`src/rtl/mem_port_arbiter_pkg.sv`:
```
// mem_port_arbiter_pkg: state/tag encodings and datapath defaults shared by the
// VGA/CPU block-RAM port arbiter.
package mem_port_arbiter_pkg;
   localparam int ADDR_W_DEF = 10;
   localparam int DATA_W_DEF = 16;
   typedef enum logic [1:0] {IDLE, GNT_VGA, GNT_CPU} arb_state_t;
   typedef enum logic [1:0] {TAG_NONE, TAG_VGA, TAG_CPU} tag_t;
endpackage

```
`src/rtl/mem_port_arbiter.sv`:
```
// mem_port_arbiter: shares one block-RAM port between a VGA reader and a CPU,
// fixed VGA priority with no back-to-back grants to the same requester.
module mem_port_arbiter
   import mem_port_arbiter_pkg::*;
#(
   parameter int ADDR_W = ADDR_W_DEF,
   parameter int DATA_W = DATA_W_DEF
) (
   input  logic              clk,
   input  logic              reset,
   input  logic              vga_req,
   input  logic [ADDR_W-1:0] vga_addr,
   output logic              vga_ack,
   output logic              vga_rvalid,
   output logic [DATA_W-1:0] vga_rdata,
   input  logic              cpu_req,
   input  logic              cpu_we,
   input  logic [ADDR_W-1:0] cpu_addr,
   input  logic [DATA_W-1:0] cpu_wdata,
   output logic              cpu_ack,
   output logic              cpu_rvalid,
   output logic [DATA_W-1:0] cpu_rdata,
   output logic [ADDR_W-1:0] mem_addr,
   output logic [DATA_W-1:0] mem_wdata,
   output logic              mem_we,
   input  logic [DATA_W-1:0] mem_rdata
);
   arb_state_t state, state_nx;
   tag_t       tag;
   logic       vga_elig, cpu_elig;

   always_comb begin
      vga_elig = vga_req && state != GNT_VGA;
      cpu_elig = cpu_req && state != GNT_CPU;
      state_nx = vga_elig ? GNT_VGA : cpu_elig ? GNT_CPU : IDLE;
   end

   // tag follows the ack cycle by one, lining rvalid up with the RAM's output register
   always_ff @(posedge clk) begin
      if (reset) begin
         state     <= IDLE;
         tag       <= TAG_NONE;
         mem_we    <= 1'b0;
         mem_addr  <= '0;
         mem_wdata <= '0;
      end else begin
         state  <= state_nx;
         tag    <= state == GNT_VGA ? TAG_VGA : (state == GNT_CPU && !mem_we) ? TAG_CPU : TAG_NONE;
         mem_we <= state_nx == GNT_CPU && cpu_we;
         if (state_nx == GNT_VGA) mem_addr <= vga_addr;
         if (state_nx == GNT_CPU) begin
            mem_addr  <= cpu_addr;
            mem_wdata <= cpu_wdata;
         end
      end
   end

   assign vga_ack    = state == GNT_VGA;
   assign cpu_ack    = state == GNT_CPU;
   assign vga_rvalid = tag == TAG_VGA;
   assign cpu_rvalid = tag == TAG_CPU;
   assign vga_rdata  = mem_rdata;
   assign cpu_rdata  = mem_rdata;
endmodule

```
`config.mk`:
```
export PLATFORM = sky130hd
export DESIGN_NAME = mem_port_arbiter
export DESIGN_NICKNAME = d
export VERILOG_FILES = /design/src/rtl/mem_port_arbiter_pkg.sv /design/src/rtl/mem_port_arbiter.sv
export SDC_FILE = /design/constraint.sdc
export NUM_CORES = 1
export LEC_CHECK = 0
export BUFFER_PORTS_ARGS = -buffer_cell sky130_fd_sc_hd__buf_2
export CORE_MARGIN = 1.5
export CORE_UTILIZATION = 34
export DETAILED_ROUTE_END_ITERATION = 12
export PLACE_DENSITY = 0.84
export SYNTH_ARGS = -nofsm -noshare
export SYNTH_HDL_FRONTEND = slang
export SYNTH_SLANG_ARGS = --single-unit
```
`constraint.sdc`:
```
create_clock -name clk -period 1.3 [get_ports clk]
set_input_delay 0.325 -clock clk [delete_from_list [all_inputs] [get_ports clk]]
set_output_delay 0.325 -clock clk [all_outputs]
set_load 0.01 [all_outputs]
```
=== Word level (Yosys, flattened, before mapping) ===
Cells that the tools add are included.
W data, S select, Z words.

* Equal/unequal tests: 8
* Muxes and demuxes: 6
* Reductions and logical operators: 7

{| class="wikitable"
|+ Operators with widths
! cell !! count
|-
| $mux W10 || 2
|-
| $eq A2 B1 Y1 const B || 3
|-
| $eq A2 B2 Y1 const B || 3
|-
| $mux W2 || 3
|-
| $logic_and A1 B1 Y1 || 4
|-
| $ne A2 B1 Y1 const B || 1
|-
| $ne A2 B2 Y1 const B || 1
|-
| $reduce_bool A2 Y1 || 1
|-
| $reduce_or A2 Y1 || 1
|-
| $logic_not A1 Y1 || 1
|-
| $mux W1 || 1
|}

* Register bits: 31
* Output and inout port bits: 63

=== Logic depth before layout (Yosys ltp) ===
* Depth after elaboration: 7
* Depth in mapped cells: 6
* Mapped depth without buffers: 5

=== Least setup slack after synthesis ===
OpenSTA, ideal clock, no wires.

* Path kind: reg-to-reg
* Start point: register state[1]
* End point: register mem_wdata[10]
* Setup time: 0.128 ns
* Arrival time: 1.148 ns
* Slack: 0.024 ns
* Stages on the path, launching flop included: 7
* Path buffers: 1
* Cell sequence: dfxtp_1 nand2b_4 inv_4 o211ai_4 buf_8 mux2i_1 nor2_1

* Cells in the longest elaborated chain, start to end: 5
* Elaborated cells on any way between the ends: 7
* Classes of those cells: eq/ne (3); mux (2); reduce/logical (2)

{| class="wikitable"
|+ Ends and longest elaborated chain
! item !! RTL line !! RTL
|-
| start, declared || mem_port_arbiter.sv:28 || <nowiki>arb_state_t state, state_nx;</nowiki>
|-
| start signal, assigned || mem_port_arbiter.sv:47 || <nowiki>state <= state_nx;</nowiki>
|-
| $ne A2 B2 Y1 || mem_port_arbiter.sv:34 || <nowiki>cpu_elig = cpu_req && state != GNT_CPU;</nowiki>
|-
| $logic_and A1 B1 Y1 || mem_port_arbiter.sv:34 ||
|-
| $mux W2 || mem_port_arbiter.sv:35 || <nowiki>state_nx = vga_elig ? GNT_VGA : cpu_elig ? GNT_CPU : IDLE;</nowiki>
|-
| $mux W2 (*) || mem_port_arbiter.sv:35 ||
|-
| $eq A2 B2 Y1 (*) || mem_port_arbiter.sv:51 || <nowiki>if (state_nx == GNT_CPU) begin</nowiki>
|-
| end signal, assigned || mem_port_arbiter.sv:53 || <nowiki>mem_wdata <= cpu_wdata;</nowiki>
|-
| end, declared || mem_port_arbiter.sv:24 || <nowiki>output logic [DATA_W-1:0] mem_wdata,</nowiki>
|}

Mark *: on every way between the ends. The rest lies on a longest branch, timed or not.
A chain may end at the register's enable or synchronous reset.

=== Worst setup path in the final report ===
* Start point: register state[0]
* End point: register mem_addr[3]

* Cells in the longest elaborated chain, start to end: 6
* Elaborated cells on any way between the ends: 10
* Classes of those cells: eq/ne (4); mux (3); reduce/logical (3)

{| class="wikitable"
|+ Ends and longest elaborated chain
! item !! RTL line !! RTL
|-
| $ne A2 B2 Y1 || mem_port_arbiter.sv:34 ||
|-
| $logic_and A1 B1 Y1 || mem_port_arbiter.sv:34 ||
|-
| $mux W2 || mem_port_arbiter.sv:35 ||
|-
| $mux W2 (*) || mem_port_arbiter.sv:35 ||
|-
| $eq A2 B2 Y1 or $eq A2 B1 Y1 (tied branches) || mem_port_arbiter.sv:51, mem_port_arbiter.sv:50 ||
|-
| $mux W10 or $reduce_bool A2 Y1 (tied branches) || -- ||
|-
| end signal, assigned || mem_port_arbiter.sv:50 || <nowiki>if (state_nx == GNT_VGA) mem_addr <= vga_addr;</nowiki>
|-
| end signal, assigned || mem_port_arbiter.sv:52 || <nowiki>mem_addr <= cpu_addr;</nowiki>
|-
| end, declared || mem_port_arbiter.sv:23 || <nowiki>output logic [ADDR_W-1:0] mem_addr,</nowiki>
|}

Marked as above.

==> results by group <==
Setup path
  – Startpoint class of the critical path: flop
  – Data arrival, critical path: 1550 ps
  – Worst r2r src: state[0]$_SDFF_PP0_
  – CP required: 1470 ps
  – R2R depth: 4
  – CP max FO: 10
  – Critical path type: flop to flop
  – Worst Setup End Kind: flop
  – Reg2reg setup slack: -80 ps
  – CP startpoint: state[0]$_SDFF_PP0_
  – Reg2reg end: mem_addr[3]$_SDFFE_PP0P_

Timing
  – Slew @ Worst Pin: 401 ps
  – Final TNS setup: -750 ps
  – Slew HR: 0.733
  – Final hold viol count: 0
  – Worst Skew: 6.73 ps
  – Setup WS post-layout: -84.8 ps
  – Final min period: 1380 ps
  – # setup viols final: 12
  – Unrepaired setup endpoints after global routing: yes
  – Period utilization: 1.07
  – Final slew viol count: 0
  – Highest clock rate: 0.722 GHz

Worst hold path
  – Hold depth: 2
  – Hold Crit Endpoint: mem_we$_SDFF_PP0_
  – Min-delay src: cpu_we
  – HP Class: input pin to flop

Floorplanning
  – Die area: 4660 um^2
  – Die span in y: 68.3 um
  – # rows: 23
  – Initial Util: 0.357
  – Core ar.: 4060 um^2
  – Die Wd: 68.3 um
  – Io pins: 120

Power and ir drop
  – Total Power: 2.57 mW
  – Worst IR Drop VDD: 0.000403 V
  – Power density over cell area: 1400 nW/um^2
  – P_leak: 0.960 nW

Outcome
  – Violated checks: negative setup slack
  – Status: finished with violations

Routing
  – Post-Route WL: 3120 um
  – Met1 Wirelength: 1230 um
  – DRC: 0
  – Max layer used: met4
  – ANT nets after route: 0
  – Vias: 1,125
  – Pre-antenna DRT Iters: 4
  – DR vias/cell: 4.55
  – WL/cell: 12.6 um
  – Met2 wire length: 1540 um
  – Met3 WL: 273 um
  – Initial drt markers: 50

Finish
  – # fillers: 395
  – Area Overhead vs Synth: 26.7%
  – # nets final: 253
  – Antenna cells: 0
  – Final Util: 0.452
  – Fraction of layout cells with a size suffix above 1: 0.503

Synth
  – Cells after synthesis: 148
  – Post-synthesis simple-gate area fraction: 0.151
  – Seq cells post-synth: 31
  – Warnings from Yosys: 0
  – XOR/XNOR Fraction of Synth Area: 0
  – Sequential area share after synthesis: 0.429
  – Mux cell area share after synthesis: 0.111
  – Synth Area in Compound Gates: 0.0959
  – Largest family of logic cells by synthesized area: buffers and inverters
  – Syn_nets: 205
  – Post-Synth Adder-Cell Area: 0
  – Avg Cell Area, Syn: 9.78 um^2
  – Synth unique cells: 21
  – Syn Std Cell Area: 1450 um^2

GRT
  – Vias in the first global route: 999
  – Largest net degree at the start of global routing: 22
  – GRT Residual Overflow: 0
  – Initial antenna violation count: 0
  – Gr usage total: 0.136
  – First-pass GRT wire length: 4560 um

Place
  – RePlAce Congestion: 0.743
  – Hpwl dp: 2360 um
  – IO buf count: 71

Clocking
  – Max clock buf depth: 2
  – TritonCTS Buffers: 5
  – Worst-path clk slew: 70 ps
  – CTS Root Cell: clkbuf_8
  – Hold_buf cts: 0
  – CTS H-tree depth: 2
  – Clock insertion delay at the later pin of the skew report: 280 ps
  – CTS tree: done
  – CTS Sinks: 31

Flow run
  – # Max-Cap Violations: 0
-- per-stage QoR --
step / setup slack [ps] / hold WS [ps] / cells / instance area, um^2
after detailed placement: -23.2 / 421 / 236 / 1640
final: -84.8 / 243 / 247 / 1830
after CTS: -83.6 / 232 / 245 / 1820
after floorplan: 24.5 / 405 / 148 / 1450
after global routing: -114 / 235 / 247 / 1830
after global placement: 34.6 / 417 / 236 / 1640
-- critical path: stages (launching register included) --
cell     delay, ps
dfxtp_2        340
or2b_4         280
a21oi_1        270
nor2_4         120
o221a_2        260
-- registers in the layout (all words and copies together), names as in the netlist --
| register | count |
|---|---|
| tag | 2 |
| mem_addr | 10 |
| mem_wdata | 16 |
| state | 2 |
| mem_we | 1 |
-- Yosys cell counts, drive strengths merged --
master,instances,area share
nor3,12,0.041
nor2b,2,0.0086
clkbuf,4,0.010
nor2,30,0.080
nand2b,1,0.0095
a21oi,1,0.0035
dfxtp,31,0.43
mux2i,16,0.11
buf,35,0.19
or2b,1,0.0078
o211ai,1,0.015
o221a,10,0.078
inv,3,0.0095
and2,1,0.0043
-- power breakdown --
part / leakage [nW] / internal, mW / switching [mW]
Clock: 0.0644 / 0.764 / 0.362
Sequential: 0.256 / 1.02 / 0.0333
Combinational: 0.639 / 0.208 / 0.188
-- cells in the final DEF (no fill, tap or decap), drive strengths merged --
master / n
nand2b: 1
buf: 80
clkinvlp: 1
o211ai: 1
a21oi: 1
dfxtp: 31
mux2i: 16
and2: 1
o221a: 10
nor2: 30
or2b: 1
nor3: 12
nor2b: 2
inv: 3
clkbuf: 5
bufinv: 2
-- worst max-delay path by stage --
stage / end / slack (ps) / depth (start not counted)
6_report: mem_addr[3]$_SDFFE_PP0P_ / -80 / 4
5_1_grt: cpu_ack / -110 / 3
4_1_cts: cpu_ack / -80 / 3
3_5_place_dp: mem_wdata[15]$_SDFFE_PP0N_ / -20 / 5
3_3_place_gp: mem_wdata[15]$_SDFFE_PP0N_ / 30 / 5
2_1_floorplan: mem_wdata[10]$_SDFFE_PP0N_ / 20 / 6
-- final cells by class --
class,instances,area [um^2],area share
Sequential cell,31,623,0.340
Clock buffer,5,68.8,0.0375
Timing Repair Buffer,80,475,0.259
Multi-Input combinational cell,75,523,0.285
Clock inverter,3,67.6,0.0368
Tap cell,50,62.6,0.0341
Inverter,3,13.8,0.00750
-- kinds of logic after synthesis --
kind of cell,Yosys count
multiplexers,16
AND/OR/NAND/NOR,47
AO/OA/AOI/OAI,12
flip-flops,31
buffers and inverters,42
-- per-layer routing --
metal | global-route usage | up-vias
met5 | 0 | -
met4 | 0.0850 | 0
met3 | 0.0543 | 10
met2 | 0.226 | 55
met1 | 0.143 | 500
li1 | - | 560
-- what timing repair did --
item | 4_1_cts | 5_1_grt
gates resized for setup | 9 | 1
setup endpoints to repair | 17 | 29
buffers inserted | 1 | 2
pin swaps | 1 | 0
Note: power is estimated with default switching activity, not from simulation.
